===== src/rtl/pipe_hazard_ctrl_pkg.sv =====
// pipe_hazard_ctrl_pkg: shared FSM state and pipeline-control types for the hazard sequencer
// Provides HazStateType, PipeCtrlType and the canned control patterns used by the sequencer.
package pipe_hazard_ctrl_pkg;
   typedef enum logic [1:0] {HAZ_RUN = 2'd0, HAZ_MEM_WAIT = 2'd1, HAZ_REDIRECT = 2'd2} HazStateType;
   typedef struct packed {
      logic pc_stall;
      logic ifid_stall;
      logic ifid_flush;
      logic idex_stall;
      logic idex_flush;
      logic exmem_stall;
   } PipeCtrlType;
   localparam PipeCtrlType CTL_IDLE   = PipeCtrlType'(6'b000000);
   localparam PipeCtrlType CTL_FREEZE = PipeCtrlType'(6'b110101);
   localparam PipeCtrlType CTL_FLUSH  = PipeCtrlType'(6'b001010);
   localparam PipeCtrlType CTL_LU     = PipeCtrlType'(6'b110010);
endpackage


===== src/rtl/pipe_hazard_ctrl_if.sv =====
// pipe_hazard_ctrl_if: bundle of decode/EX/memory observations and stall/flush controls
// master: pipeline side driving observations; slave: hazard sequencer driving controls.
interface pipe_hazard_ctrl_if #(parameter int CNT_WIDTH = 32);
   logic                 deValid;
   logic [4:0]           deRs1Addr;
   logic [4:0]           deRs2Addr;
   logic                 deRs1Used;
   logic                 deRs2Used;
   logic [4:0]           exRdAddr;
   logic                 exRdWriteEn;
   logic                 exLoadSignal;
   logic                 branchTaken;
   logic                 dmemReq;
   logic                 dmemReady;
   logic                 pcStall;
   logic                 ifidStall;
   logic                 ifidFlush;
   logic                 idexStall;
   logic                 idexFlush;
   logic                 exmemStall;
   logic                 memTimeout;
   logic [1:0]           hazState;
   logic [CNT_WIDTH-1:0] stallCycles;
   modport master (
      output deValid, deRs1Addr, deRs2Addr, deRs1Used, deRs2Used, exRdAddr, exRdWriteEn,
             exLoadSignal, branchTaken, dmemReq, dmemReady,
      input  pcStall, ifidStall, ifidFlush, idexStall, idexFlush, exmemStall, memTimeout,
             hazState, stallCycles
   );
   modport slave (
      input  deValid, deRs1Addr, deRs2Addr, deRs1Used, deRs2Used, exRdAddr, exRdWriteEn,
             exLoadSignal, branchTaken, dmemReq, dmemReady,
      output pcStall, ifidStall, ifidFlush, idexStall, idexFlush, exmemStall, memTimeout,
             hazState, stallCycles
   );
endinterface


===== src/rtl/pipe_hazard_ctrl_lu_detect.sv =====
// hazard_lu_detect: flags a decode instruction that reads the rd of a load currently in EX
// Ports: decode valid/rs indices/use flags, EX rd/write-enable/load flag in; lu out.
module hazard_lu_detect (
   input  logic       de_valid,
   input  logic [4:0] rs1,
   input  logic [4:0] rs2,
   input  logic       rs1_used,
   input  logic       rs2_used,
   input  logic [4:0] ex_rd,
   input  logic       ex_we,
   input  logic       ex_load,
   output logic       lu
);
   assign lu = de_valid & ex_load & ex_we & (ex_rd != 5'd0) &
               ((rs1_used & (rs1 == ex_rd)) | (rs2_used & (rs2 == ex_rd)));
endmodule


===== src/rtl/pipe_hazard_ctrl.sv =====
// pipe_hazard_ctrl: stall/flush sequencer for the 5-stage pipeline (memory wait > branch > load-use)
// Ports: clk, rst (sync, active-high); bus (slave) carries observations in and stall/flush,
// timeout pulse, debug state and saturating stall-cycle count out. Controls are Mealy.
module pipe_hazard_ctrl
   import pipe_hazard_ctrl_pkg::*;
#(
   parameter int REDIRECT_BUBBLES = 1,
   parameter int MEM_TIMEOUT      = 255,
   parameter int CNT_WIDTH        = 32
) (
   input logic              clk,
   input logic              rst,
   pipe_hazard_ctrl_if.slave bus
);
   HazStateType          state, state_nx;
   PipeCtrlType          ctl;
   logic [2:0]           bub_cnt, bub_nx;
   logic [31:0]          wait_cnt, wait_nx;
   logic                 pend, pend_nx, lu, mem_busy, tmo;
   logic [CNT_WIDTH-1:0] stall_cnt;
   localparam HazStateType AFTER_BRANCH = REDIRECT_BUBBLES > 0 ? HAZ_REDIRECT : HAZ_RUN;
   hazard_lu_detect u_lu (
      .de_valid(bus.deValid),
      .rs1     (bus.deRs1Addr),
      .rs2     (bus.deRs2Addr),
      .rs1_used(bus.deRs1Used),
      .rs2_used(bus.deRs2Used),
      .ex_rd   (bus.exRdAddr),
      .ex_we   (bus.exRdWriteEn),
      .ex_load (bus.exLoadSignal),
      .lu      (lu)
   );
   assign mem_busy = bus.dmemReq & ~bus.dmemReady;
   always_comb begin
      ctl      = CTL_IDLE;
      state_nx = state;
      bub_nx   = bub_cnt;
      wait_nx  = '0;
      pend_nx  = pend;
      tmo      = 1'b0;
      if (rst) ctl = CTL_FLUSH;
      else case (state)
         HAZ_RUN:
            if (mem_busy) begin
               ctl      = CTL_FREEZE;
               pend_nx  = bus.branchTaken;
               state_nx = HAZ_MEM_WAIT;
            end else if (bus.branchTaken) begin
               ctl      = CTL_FLUSH;
               bub_nx   = 3'(REDIRECT_BUBBLES);
               state_nx = AFTER_BRANCH;
            end else ctl = lu ? CTL_LU : CTL_IDLE;
         HAZ_MEM_WAIT:
            if (!bus.dmemReady) begin
               ctl     = CTL_FREEZE;
               wait_nx = wait_cnt + 32'd1;
               tmo     = (MEM_TIMEOUT != 0) && (wait_nx == 32'(MEM_TIMEOUT));
            end else if (pend) begin
               // branch resolved while the access was outstanding lands now
               ctl      = CTL_FLUSH;
               pend_nx  = 1'b0;
               bub_nx   = 3'(REDIRECT_BUBBLES);
               state_nx = AFTER_BRANCH;
            end else begin
               ctl      = lu ? CTL_LU : CTL_IDLE;
               state_nx = HAZ_RUN;
            end
         HAZ_REDIRECT:
            if (mem_busy) begin
               // remaining bubbles are dropped; EX holds a flushed slot so no branch is pending
               ctl      = CTL_FREEZE;
               pend_nx  = 1'b0;
               state_nx = HAZ_MEM_WAIT;
            end else begin
               ctl      = CTL_FLUSH;
               bub_nx   = bub_cnt - 3'd1;
               state_nx = bub_cnt == 3'd1 ? HAZ_RUN : HAZ_REDIRECT;
            end
         default: state_nx = HAZ_RUN;
      endcase
   end
   always_ff @(posedge clk) begin
      if (rst) begin
         state     <= HAZ_RUN;
         bub_cnt   <= '0;
         wait_cnt  <= '0;
         pend      <= 1'b0;
         stall_cnt <= '0;
      end else begin
         state     <= state_nx;
         bub_cnt   <= bub_nx;
         wait_cnt  <= wait_nx;
         pend      <= pend_nx;
         stall_cnt <= stall_cnt + CNT_WIDTH'(ctl.pc_stall && (stall_cnt != '1));
      end
   end
   assign bus.pcStall     = ctl.pc_stall;
   assign bus.ifidStall   = ctl.ifid_stall;
   assign bus.ifidFlush   = ctl.ifid_flush;
   assign bus.idexStall   = ctl.idex_stall;
   assign bus.idexFlush   = ctl.idex_flush;
   assign bus.exmemStall  = ctl.exmem_stall;
   assign bus.memTimeout  = tmo;
   assign bus.hazState    = state;
   assign bus.stallCycles = stall_cnt;
endmodule


===== src/flat_wrapper.sv =====
// flat-port wrapper written by rule: the top's interface ports become plain ports
module pipe_hazard_ctrl_flat import pipe_hazard_ctrl_pkg::*;
#(
   parameter int REDIRECT_BUBBLES = 1,
   parameter int MEM_TIMEOUT      = 255,
   parameter int CNT_WIDTH        = 32
)
  (clk, rst, bus_deValid, bus_deRs1Addr, bus_deRs2Addr, bus_deRs1Used, bus_deRs2Used, bus_exRdAddr, bus_exRdWriteEn, bus_exLoadSignal, bus_branchTaken, bus_dmemReq, bus_dmemReady, bus_pcStall, bus_ifidStall, bus_ifidFlush, bus_idexStall, bus_idexFlush, bus_exmemStall, bus_memTimeout, bus_hazState, bus_stallCycles);
  pipe_hazard_ctrl_if #(.CNT_WIDTH(CNT_WIDTH)) bus_i ();
  input logic clk;
  input logic rst;
  input wire logic [$bits(bus_i.deValid)-1:0] bus_deValid;
  input wire logic [$bits(bus_i.deRs1Addr)-1:0] bus_deRs1Addr;
  input wire logic [$bits(bus_i.deRs2Addr)-1:0] bus_deRs2Addr;
  input wire logic [$bits(bus_i.deRs1Used)-1:0] bus_deRs1Used;
  input wire logic [$bits(bus_i.deRs2Used)-1:0] bus_deRs2Used;
  input wire logic [$bits(bus_i.exRdAddr)-1:0] bus_exRdAddr;
  input wire logic [$bits(bus_i.exRdWriteEn)-1:0] bus_exRdWriteEn;
  input wire logic [$bits(bus_i.exLoadSignal)-1:0] bus_exLoadSignal;
  input wire logic [$bits(bus_i.branchTaken)-1:0] bus_branchTaken;
  input wire logic [$bits(bus_i.dmemReq)-1:0] bus_dmemReq;
  input wire logic [$bits(bus_i.dmemReady)-1:0] bus_dmemReady;
  output wire logic [$bits(bus_i.pcStall)-1:0] bus_pcStall;
  output wire logic [$bits(bus_i.ifidStall)-1:0] bus_ifidStall;
  output wire logic [$bits(bus_i.ifidFlush)-1:0] bus_ifidFlush;
  output wire logic [$bits(bus_i.idexStall)-1:0] bus_idexStall;
  output wire logic [$bits(bus_i.idexFlush)-1:0] bus_idexFlush;
  output wire logic [$bits(bus_i.exmemStall)-1:0] bus_exmemStall;
  output wire logic [$bits(bus_i.memTimeout)-1:0] bus_memTimeout;
  output wire logic [$bits(bus_i.hazState)-1:0] bus_hazState;
  output wire logic [$bits(bus_i.stallCycles)-1:0] bus_stallCycles;
  assign bus_i.deValid = bus_deValid;
  assign bus_i.deRs1Addr = bus_deRs1Addr;
  assign bus_i.deRs2Addr = bus_deRs2Addr;
  assign bus_i.deRs1Used = bus_deRs1Used;
  assign bus_i.deRs2Used = bus_deRs2Used;
  assign bus_i.exRdAddr = bus_exRdAddr;
  assign bus_i.exRdWriteEn = bus_exRdWriteEn;
  assign bus_i.exLoadSignal = bus_exLoadSignal;
  assign bus_i.branchTaken = bus_branchTaken;
  assign bus_i.dmemReq = bus_dmemReq;
  assign bus_i.dmemReady = bus_dmemReady;
  assign bus_pcStall = bus_i.pcStall;
  assign bus_ifidStall = bus_i.ifidStall;
  assign bus_ifidFlush = bus_i.ifidFlush;
  assign bus_idexStall = bus_i.idexStall;
  assign bus_idexFlush = bus_i.idexFlush;
  assign bus_exmemStall = bus_i.exmemStall;
  assign bus_memTimeout = bus_i.memTimeout;
  assign bus_hazState = bus_i.hazState;
  assign bus_stallCycles = bus_i.stallCycles;
  pipe_hazard_ctrl #(.REDIRECT_BUBBLES(REDIRECT_BUBBLES), .MEM_TIMEOUT(MEM_TIMEOUT), .CNT_WIDTH(CNT_WIDTH)) u_core (.clk(clk), .rst(rst), .bus(bus_i));
endmodule

===== config.mk =====
export PLATFORM = sky130hd
export DESIGN_NAME = pipe_hazard_ctrl_flat
export DESIGN_NICKNAME = d
export VERILOG_FILES = /design/src/rtl/pipe_hazard_ctrl_pkg.sv /design/src/rtl/pipe_hazard_ctrl_if.sv /design/src/rtl/pipe_hazard_ctrl_lu_detect.sv /design/src/rtl/pipe_hazard_ctrl.sv /design/src/flat_wrapper.sv
export SDC_FILE = /design/constraint.sdc
export NUM_CORES = 1
export LEC_CHECK = 0
export CELL_PAD_IN_SITES_DETAIL_PLACEMENT = 0
export CELL_PAD_IN_SITES_GLOBAL_PLACEMENT = 1
export CORE_MARGIN = 4
export CORE_UTILIZATION = 30
export CTS_CLUSTER_SIZE = 14
export DETAILED_ROUTE_END_ITERATION = 6
export PLACE_DENSITY_LB_ADDON = 0.1
export SETUP_SLACK_MARGIN = 0.4
export SYNTH_ARGS = -nofsm -noshare
export SYNTH_HDL_FRONTEND = slang
export SYNTH_SLANG_ARGS = --single-unit

===== constraint.sdc =====
create_clock -name clk -period 6.7 [get_ports clk]
set_input_delay 1.34 -clock clk [delete_from_list [all_inputs] [get_ports clk]]
set_output_delay 1.34 -clock clk [all_outputs]
set_load 0.05 [all_outputs]

==> results of run 1 <==
==> power by group <==
part           switching [mW]  internal, mW  total, mW
Clock                   0.180         0.308      0.488
Combinational          0.0546        0.0402     0.0948
Sequential            0.00497         0.421      0.426
Total                   0.239         0.769       1.01
==> logic make-up after synthesis <==
group,share of synthesized area (%)
simple gates,31.73
compound gates,8.644
xor+xnor,15.64
fa+ha+maj,3.237
flops,36.26
mux,0.8417
buf+inv,3.658
==> critical path, cell delays in order <==
cell,delay [ns]
clkdlybuf4s50_1,0.46
xor2_1,0.18
nor4_1,0.28
nand3_1,0.11
a21o_1,0.23
o41ai_1,0.76
clkdlybuf4s50_1,0.95
==> cells in the final DEF, fill, tap and decap left out, types with 6 or more instances in the layout <==
cell	count
a21oi_1	15
and3_1	18
and4_1	6
clkbuf_16	9
clkdlybuf4s50_1	64
dfxtp_1	70
ha_1	10
inv_1	12
nand2_1	32
nand2b_1	6
nand3_1	25
nand4_1	22
nor2_1	82
nor2b_1	6
nor3_1	8
o21ai_0	14
xnor2_1	26
xor2_1	43
==> synth_stat cells (2+ instances only) <==
library cell,n
nor4_2,3
clkbuf_1,10
dfxtp_1,70
nor3b_1,4
nand2b_1,6
and4_1,6
a31oi_1,3
o211ai_1,2
nand4_1,22
o2111ai_1,2
mux2_2,2
nand2_1,32
and2_1,4
o21bai_1,2
buf_4,2
inv_1,12
buf_2,6
or3_1,5
xor2_1,43
nor3_4,2
o21ai_0,14
a211oi_1,2
nor4_1,5
nand4b_1,2
nor3_1,8
or4_1,2
xnor2_1,26
o31ai_1,4
nand3_1,25
o22ai_1,3
and3_1,18
nor2_1,82
a21oi_1,15
a311oi_1,2
clkbuf_2,2
ha_1,10
nor2b_1,6
==> metal layers <==
layer | track usage [%] | vias to the layer above | wire, um
li1 | - | 1764 | -
met2 | 22.63 | 48 | 4630
met1 | 17.33 | 1595 | 4582
met4 | 3.852 | 0 | 108
met5 | 0 | - | 0
met3 | 5.268 | 5 | 394
==> path summary, 6_finish.rpt <==
kind	from	end	slack, ns	depth (start not counted)
max reg2reg	u_core.bus.hazState[0]	u_core.bus.stallCycles[30]	2.95	14
min reg2reg	u_core.wait_cnt[0]	u_core.wait_cnt[0]	0.47	1
max	bus_exRdAddr[1]	bus_ifidStall	1.06	7
min	u_core.wait_cnt[0]	u_core.wait_cnt[0]	0.47	1
==> sequential cells by signal (all words and copies together) (netlist names) <==
signal / count
u_core.bus.stallCycles: 32
u_core.wait_cnt: 32
u_core.bub_cnt: 3
u_core.bus.hazState: 2
u_core.pend: 1
==> area by class of cell <==
type	instances	area [sq um]	share of cell area [%]
multi-input combinational	372	2322	46.81
sequential	70	1401	28.25
timing repair buffer	68	670.6	13.52
clock buffer	13	260.3	5.246
tap	172	215.2	4.338
inverter	13	48.80	0.9836
clock inverter	3	42.54	0.8575
==> stage by stage <==
stage          cells  setup slack, ns  util, %  area (sq um)
3_5_place_dp     695           0.9644    36.91          4658
3_3_place_gp     695           0.9907    36.91          4658
2_1_floorplan    475            1.047        -          3865
6_report         711            1.062    39.31          4961
5_1_grt          711           0.8522    39.31          4961
4_1_cts          711           0.9660    39.31          4961
==> run metrics, run 1 <==
top_reg_cell synth=dfxtp_1; htree depth=3; Period minus WS final=5.638 ns; sequential fraction of the synthesis area=36.26%; FF+latch count, synth=70; CTS clk-pin slew, worst paths=0.05 ns; Die ar.=14760 sq um; Site Rows=41; gpl congestion=0.7663; Max VDD drop=0.0001211 V; post-synth top area share=36.26%; clock sink total=70; share of cells above drive strength 1=5.566%; worst hold slack=0.4657 ns; post-synthesis cell type count=48; Synth area leaders=dfxtp_1, xor2_1, nor2_1; Worst Tran Pin Value=0.8388 ns; Final Hold Vio Count=0; crit end category=primary output; hold buffer count at CTS=0; overall power=1.009 mW; status=finished, final reports clean; # DRC=0; kind of start point of the critical path=input pin; DR vias=3412; GR Overflow Total=0; final wirelength=9715 um; GRT Resource Usage Total=13.93%; Via density=around 4.8; final setup fails=0; hpwl dp=about 7000 um; syn avg cell area=8.137 sq um; Nets=approximately 570; Synth Warn #=0; Final period util=a little over four fifths; # Post-CTS Setup Buffers=0; largest net degree at the start of global routing=44; DR iter-0 viols=between 150 and 200; max-cap viol count=0; Fmax=177.4 MHz; Area growth, synth to finish=28.36%; vias in the first global route=~3400; Syn Std Cell Area=about 3900 sq um; TNS Setup=0 ns; antenna violations before repair=0; # IOs=66; PostCTS Resize Cnt=0; Power per Cell Area=roughly 200 nW/um^2; CTS Buf Count=9; IO buf count=65; WS Path Type=in -> out; CP Max Fanout=3; final antenna-violating net count=0; die width=between 100 and 150 um; Core ar.=12620 sq um; Final Slew Violations=0; CTS tree=built; # fillers=about 1400; Cells after Synth=between 400 and 500; Wirelength per Cell=13.66 um; Final Skew=between 0.005 and 0.006 ns; Yosys top cell by area=dfxtp_1; Root Driver=clkbuf_16; first-pass GRT wire length=~16000 um; Skew-Pair Late Insertion Delay=0.34 ns; syn nets=510; drt first pass iters=4; Post-synth EDFFs=0; ANT cells=0; Arrival @ worst endpoint=between 4 and 5 ns; Leakage=approximately 1.7 nW; slew margin rel.=between 40% and 50%; Clock Path Buffers=2; Worst EP required=5.36 ns; Initial Util=a little under a third; RSZ-0062 raised after global routing=false; chip height=approximately 120 um; hold crit path type=reg -> reg; Synth async-reset ratio=0%
Power figures use the tool's default switching activity.
==> inputs of run 2 (changes only) <==
==> constraint.sdc (replaced) <==
create_clock -name clk -period 5.9 [get_ports clk]
set_input_delay 1.18 -clock clk [delete_from_list [all_inputs] [get_ports clk]]
set_output_delay 1.18 -clock clk [all_outputs]
set_load 0.05 [all_outputs]
==> run 2 against run 1 <==
  * Clock power is 29% higher
  * First-iteration DRC count is 10% lower
  * Cell count stayed put
  * Die area stayed put
  * Via count is 1.4% lower
  * Global-route usage is 0.26 points higher
  * Worst hold slack better by 0.016 ns
  * Power is 21% higher
  * Highest routed layer unchanged
==> run metrics, run 2 (synthesis gave the netlist of run 1 again) <==
Worst path slowest cell=clkdlybuf4s50_1 (unchanged); GRT Resource Usage Total=14.20% (was 13.93%); DR iter-0 viols=138 (was 154); Via density=4.730 (was 4.799); htree depth=3 (unchanged); Root Driver=clkbuf_16 (unchanged); # Post-CTS Setup Buffers=0 (unchanged); Nets=569 (unchanged); final setup fails=0 (unchanged); Final Skew=0.006837 ns (was 0.005366 ns); reg2reg setup slack=2.35 ns (was 2.95 ns); Final Core Density=39.77% (was 39.31%); CP Max Fanout=3 (unchanged); Fmax=~190 MHz; first-pass GRT wire length=16750 um (was 16360 um); Initial Util=30.63% (unchanged); worst path bufs/invs=2 (unchanged); Wirelength per Cell=13.47 um (was 13.66 um); TNS Setup=0 ns (unchanged); status=finished, final reports clean (unchanged); hpwl dp=7039 um (was 6978 um); hold crit path type=reg -> reg (unchanged); CTS Buf Count=9 (unchanged); Final Slew Violations=0 (unchanged); max-cap viol count=0 (unchanged); vias in the first global route=3458 (was 3364); CTS tree=built (unchanged); drt first pass iters=4 (unchanged); # IOs=66 (unchanged); Worst EP required=4.72 ns (was 5.36 ns); slew margin rel.=53.69% (was 43.35%); Power per Cell Area=243.7 nW/um^2 (was 203.3 nW/um^2); reg2reg start=u_core.bus.hazState[0] (unchanged); Clock Path Buffers=2 (unchanged); crit end category=primary output (unchanged); Core ar.=12620 sq um (unchanged); Arrival @ worst endpoint=4.04 ns (was 4.30 ns); WS Path Type=in -> out (unchanged); Worst Tran Pin Value=0.6857 ns (was 0.8388 ns); Skew-Pair Late Insertion Delay=0.34 ns (about the same); worst path cell trace=clkdlybuf4s50_1 > xor2_1 > nor4_1 > nand3_1 > a21o_1 > o41ai_1 > clkdlybuf4s50_1 (unchanged); final wirelength=9575 um (was 9715 um); Final period util=a little under 90%; Site Rows=41 (unchanged); RSZ-0062 raised after global routing=false (unchanged); Top delay family on crit path=buffers and inverters (unchanged); Period minus WS final=roughly 5.2 ns; Top cell by count, worst path=clkdlybuf4s50_1 (unchanged); antenna violations before repair=0 (unchanged); share of cells above drive strength 1=5.937% (was 5.566%); kind of start point of the critical path=input pin (unchanged); PostCTS Resize Cnt=0 (unchanged); Hold Startpoint=u_core.wait_cnt[0] (unchanged); DR vias=3363 (was 3412); CTS clk-pin slew, worst paths=0.06 ns (was 0.05 ns); die width=121.5 um (unchanged); Final Hold Vio Count=0 (unchanged); IO buf count=65 (unchanged); Die ar.=14760 sq um (unchanged); final antenna-violating net count=0 (unchanged); Leakage=1.705 nW (was 1.676 nW); commonest cells after routing, fill and taps aside=nor2_1, dfxtp_1, clkdlybuf4s50_1 (unchanged); Area growth, synth to finish=29.85% (was 28.36%); # DRC=0 (unchanged); largest net degree at the start of global routing=36 (was 44); CP Launch Point=bus_exRdAddr[3] (was bus_exRdAddr[1]); clock sink total=70 (unchanged); commonest non-fill, non-tap cell in the layout=nor2_1 (unchanged); CP peak stage delay=0.95 ns (about the same); hold buffer count at CTS=0 (unchanged); GR Overflow Total=0 (unchanged); chip height=121.5 um (unchanged); ANT cells=0 (unchanged); gpl congestion=0.7913 (was 0.7663); Max VDD drop=0.0001507 V (was 0.0001211 V)
==> run 2: layout make-up <==
class / count / area [sq um]
repair buffers: 68 / 683.2
clock inverters: 6 / 108.9
multi-input cells: 372 / 2322
inverters: 13 / 48.80
well taps: 172 / 215.2
clock buffers: 10 / 239.0
flip-flops and latches: 70 / 1401
fillers: 1321 / 7601
==> run 2: path summary, 6_finish.rpt <==
check / end / cells past startpoint
worst max-delay path: bus_pcStall / 7
worst min-delay path: u_core.wait_cnt[0] / 1
worst max register to register: u_core.bus.stallCycles[30] / 14
worst min register to register: u_core.wait_cnt[0] / 1
==> run 2: metrics by stage <==
stage          setup WS [ns]  instance area, sq um  std cells  hold WS (ns)  total power, mW
2_1_floorplan         0.4072                  3865        475        0.4370           0.5616
3_3_place_gp          0.6310                  4671        695        0.4543           0.6023
3_5_place_dp          0.5447                  4671        695        0.4792           0.6029
4_1_cts               0.5480                  5019        711        0.4946            1.252
5_1_grt               0.4581                  5019        711        0.5185            1.279
6_report              0.6800                  5019        711        0.4820            1.223
==> run 2: report_power, final <==
group	internal, mW	switching [mW]	leakage (nW)
clock	0.423	0.208	0.172
sequential	0.478	0.00557	0.565
combinational	0.0455	0.0625	0.968
total	0.947	0.276	1.71
==> run 2: metal layers <==
layer | global-route usage, % | vias up | share of wire (%)
met3 | 5.268 | 12 | 4.6
met5 | 0 | - | 0
met1 | 17.53 | 1547 | 47
li1 | - | 1760 | -
met4 | 4.762 | 0 | 1.8
met2 | 22.87 | 44 | 47
==> inputs of run 3 (changes only) <==
--- a/config.mk
+++ b/config.mk
@@ -8,9 +8,10 @@
 export CELL_PAD_IN_SITES_DETAIL_PLACEMENT = 0
 export CELL_PAD_IN_SITES_GLOBAL_PLACEMENT = 1
 export CORE_MARGIN = 4
-export CORE_UTILIZATION = 30
+export CORE_UTILIZATION = 39
 export CTS_CLUSTER_SIZE = 14
 export DETAILED_ROUTE_END_ITERATION = 6
+export GPL_TIMING_DRIVEN = 0
 export PLACE_DENSITY_LB_ADDON = 0.1
 export SETUP_SLACK_MARGIN = 0.4
 export SYNTH_ARGS = -nofsm -noshare
==> run 3 against run 2 <==
  * Count of clock-buffer cells in the layout did not move
  * Clock skew up 0.0057 ns
  * Clock power is 29% lower
  * Cell area down 2.1%
  * Die area decreased by 22%
  * Maximum frequency up 0.71%
  * Global-route usage rose by 2.7 points
  * Largest cell class unchanged
  * Non-clock buffer count increased by 16
  * Critical path depth up 1
  * First-iteration DRC count is 10% lower
  * Critical path type unchanged
==> run metrics, run 3 (synthesis gave the netlist of run 1 again) <==
vias in the first global route=3315 (was 3458); status=finished, final reports clean (unchanged); Worst Tran Pin Value=0.6582 ns (was 0.6857 ns); Worst EP required=4.72 ns (about the same); Initial Util=39.72% (was 30.63%); Final Skew=0.01255 ns (was 0.006837 ns); Arrival @ worst endpoint=4.00 ns (was 4.04 ns); die width=107.6 um (was 121.5 um); clock sink total=70 (unchanged); share of cells above drive strength 1=7.027% (was 5.937%); gpl congestion=0.8689 (was 0.7913); commonest cells after routing, fill and taps aside=nor2_1, dfxtp_1, clkdlybuf4s50_1 (unchanged); # IOs=66 (unchanged); CP Max Fanout=3 (unchanged); Via density=4.974 (was 4.730); WS Path Type=in -> out (unchanged); DR vias=3422 (was 3363); # DRC=0 (unchanged); Power per Cell Area=212.0 nW/um^2 (was 243.7 nW/um^2); largest net degree at the start of global routing=14 (was 36); # Post-CTS Setup Buffers=0 (unchanged); Die ar.=11570 sq um (was 14760 sq um); final wirelength=9147 um (was 9575 um); Area growth, synth to finish=27.06% (was 29.85%); Root Driver=clkbuf_8 (was clkbuf_16); commonest non-fill, non-tap cell in the layout=nor2_1 (unchanged); Fmax=192.9 MHz (was 191.6 MHz); final setup fails=0 (unchanged); Final Hold Vio Count=0 (unchanged); IO buf count=64 (was 65); DR iter-0 viols=124 (was 138); reg2reg setup slack=2.39 ns (was 2.35 ns); CTS clk-pin slew, worst paths=0.07 ns (was 0.06 ns); Nets=585 (was 569); max-cap viol count=0 (unchanged); TNS Setup=0 ns (unchanged); Final Slew Violations=0 (unchanged); Clock Path Buffers=2 (unchanged); Final period util=87.85% (was 88.47%); Leakage=1.690 nW (was 1.705 nW); worst hold slack=0.4694 ns (was 0.4820 ns); Period minus WS final=5.183 ns (was 5.220 ns); chip height=107.6 um (was 121.5 um); # fillers=959 (was 1321); htree depth=3 (unchanged); Wirelength per Cell=13.30 um (was 13.47 um); Skew-Pair Late Insertion Delay=0.36 ns (was 0.34 ns); crit end category=primary output (unchanged); overall power=1.041 mW (was 1.223 mW); CTS tree=built (unchanged); GR Overflow Total=0 (unchanged); Max VDD drop=0.0001811 V (was 0.0001507 V); hpwl dp=6919 um (was 7039 um); slew margin rel.=55.71% (was 53.69%); drt first pass iters=4 (unchanged); Site Rows=36 (was 41); Core ar.=9729 sq um (was 12620 sq um); kind of start point of the critical path=input pin (unchanged); ANT cells=0 (unchanged); CTS Buf Count=9 (unchanged); first-pass GRT wire length=15780 um (was 16750 um); GRT Resource Usage Total=16.91% (was 14.20%); final antenna-violating net count=0 (unchanged); RSZ-0062 raised after global routing=false (unchanged); antenna violations before repair=0 (unchanged); hold crit path type=reg -> reg (unchanged)
-- run 3: cell count changes in the layout (fill, tap and decap cells not counted), sizes merged --
cell / previous run / this run
clkbuf: 10 / 22
buf: 4 / 8
bufinv: 3 / 2
clkinv: 3 / 2
clkinvlp: 0 / 1
inv: 13 / 14
-- run 3: power breakdown --
group	internal [mW]	switching (mW)
sequential	0.477	0.00540
clock	0.252	0.197
combinational	0.0470	0.0623
total	0.777	0.265
-- run 3: final cells by class --
| cell class | instances | area (sq um) | area share, % |
|---|---|---|---|
| timing repair buffer | 64 | 640.6 | 13.04 |
| buffer | 20 | 92.59 | 1.885 |
| multi-input combinational | 372 | 2330 | 47.44 |
| tap | 133 | 166.4 | 3.389 |
| inverter | 13 | 48.80 | 0.9936 |
| sequential | 70 | 1401 | 28.53 |
| clock inverter | 6 | 93.84 | 1.911 |
| clock buffer | 10 | 137.6 | 2.803 |
-- run 3: per-layer routing --
| metal | vias to the layer above | routed length, um | track usage [%] |
|---|---|---|---|
| met5 | - | 0 | 0 |
| met4 | 0 | 138 | 5.861 |
| met3 | 11 | 339 | 4.439 |
| met2 | 60 | 4355 | 28.15 |
| met1 | 1557 | 4313 | 21.11 |
| li1 | 1794 | - | - |
-- run 3: worst max-delay path: stages --
cell	delay (ns)
clkdlybuf4s50_1	0.46
xor2_1	0.18
nor4_1	0.33
nand3_1	0.12
a21o_1	0.20
o41ai_2	0.53
buf_4	0.20
clkdlybuf4s50_1	0.80
-- run 3: what timing repair did --
action / CTS / global route
hold buffers: 0 / 0
resized for setup: 1 / 0
setup endpoints to repair: 2 / 0
-- run 3: path summary, 6_finish.rpt --
kind | startpoint | depth (start not counted) | endpoint
max | bus_exRdAddr[1] | 8 | bus_pcStall
min | u_core.wait_cnt[0] | 1 | u_core.wait_cnt[0]
max reg2reg | u_core.bus.hazState[1] | 14 | u_core.bus.stallCycles[30]
min reg2reg | u_core.wait_cnt[0] | 1 | u_core.wait_cnt[0]
-- run 3: stage by stage --
stage / cells / utilization (%) / setup WS [ns] / area [sq um]
after floorplan: 475 / - / 0.4072 / 3865
after global placement: 672 / 48.02 / 0.2968 / 4672
after detailed placement: 672 / 48.02 / 0.3301 / 4672
after CTS: 688 / 50.48 / 0.6258 / 4911
after global routing: 688 / 50.48 / 0.5273 / 4911
final: 688 / 50.48 / 0.7167 / 4911
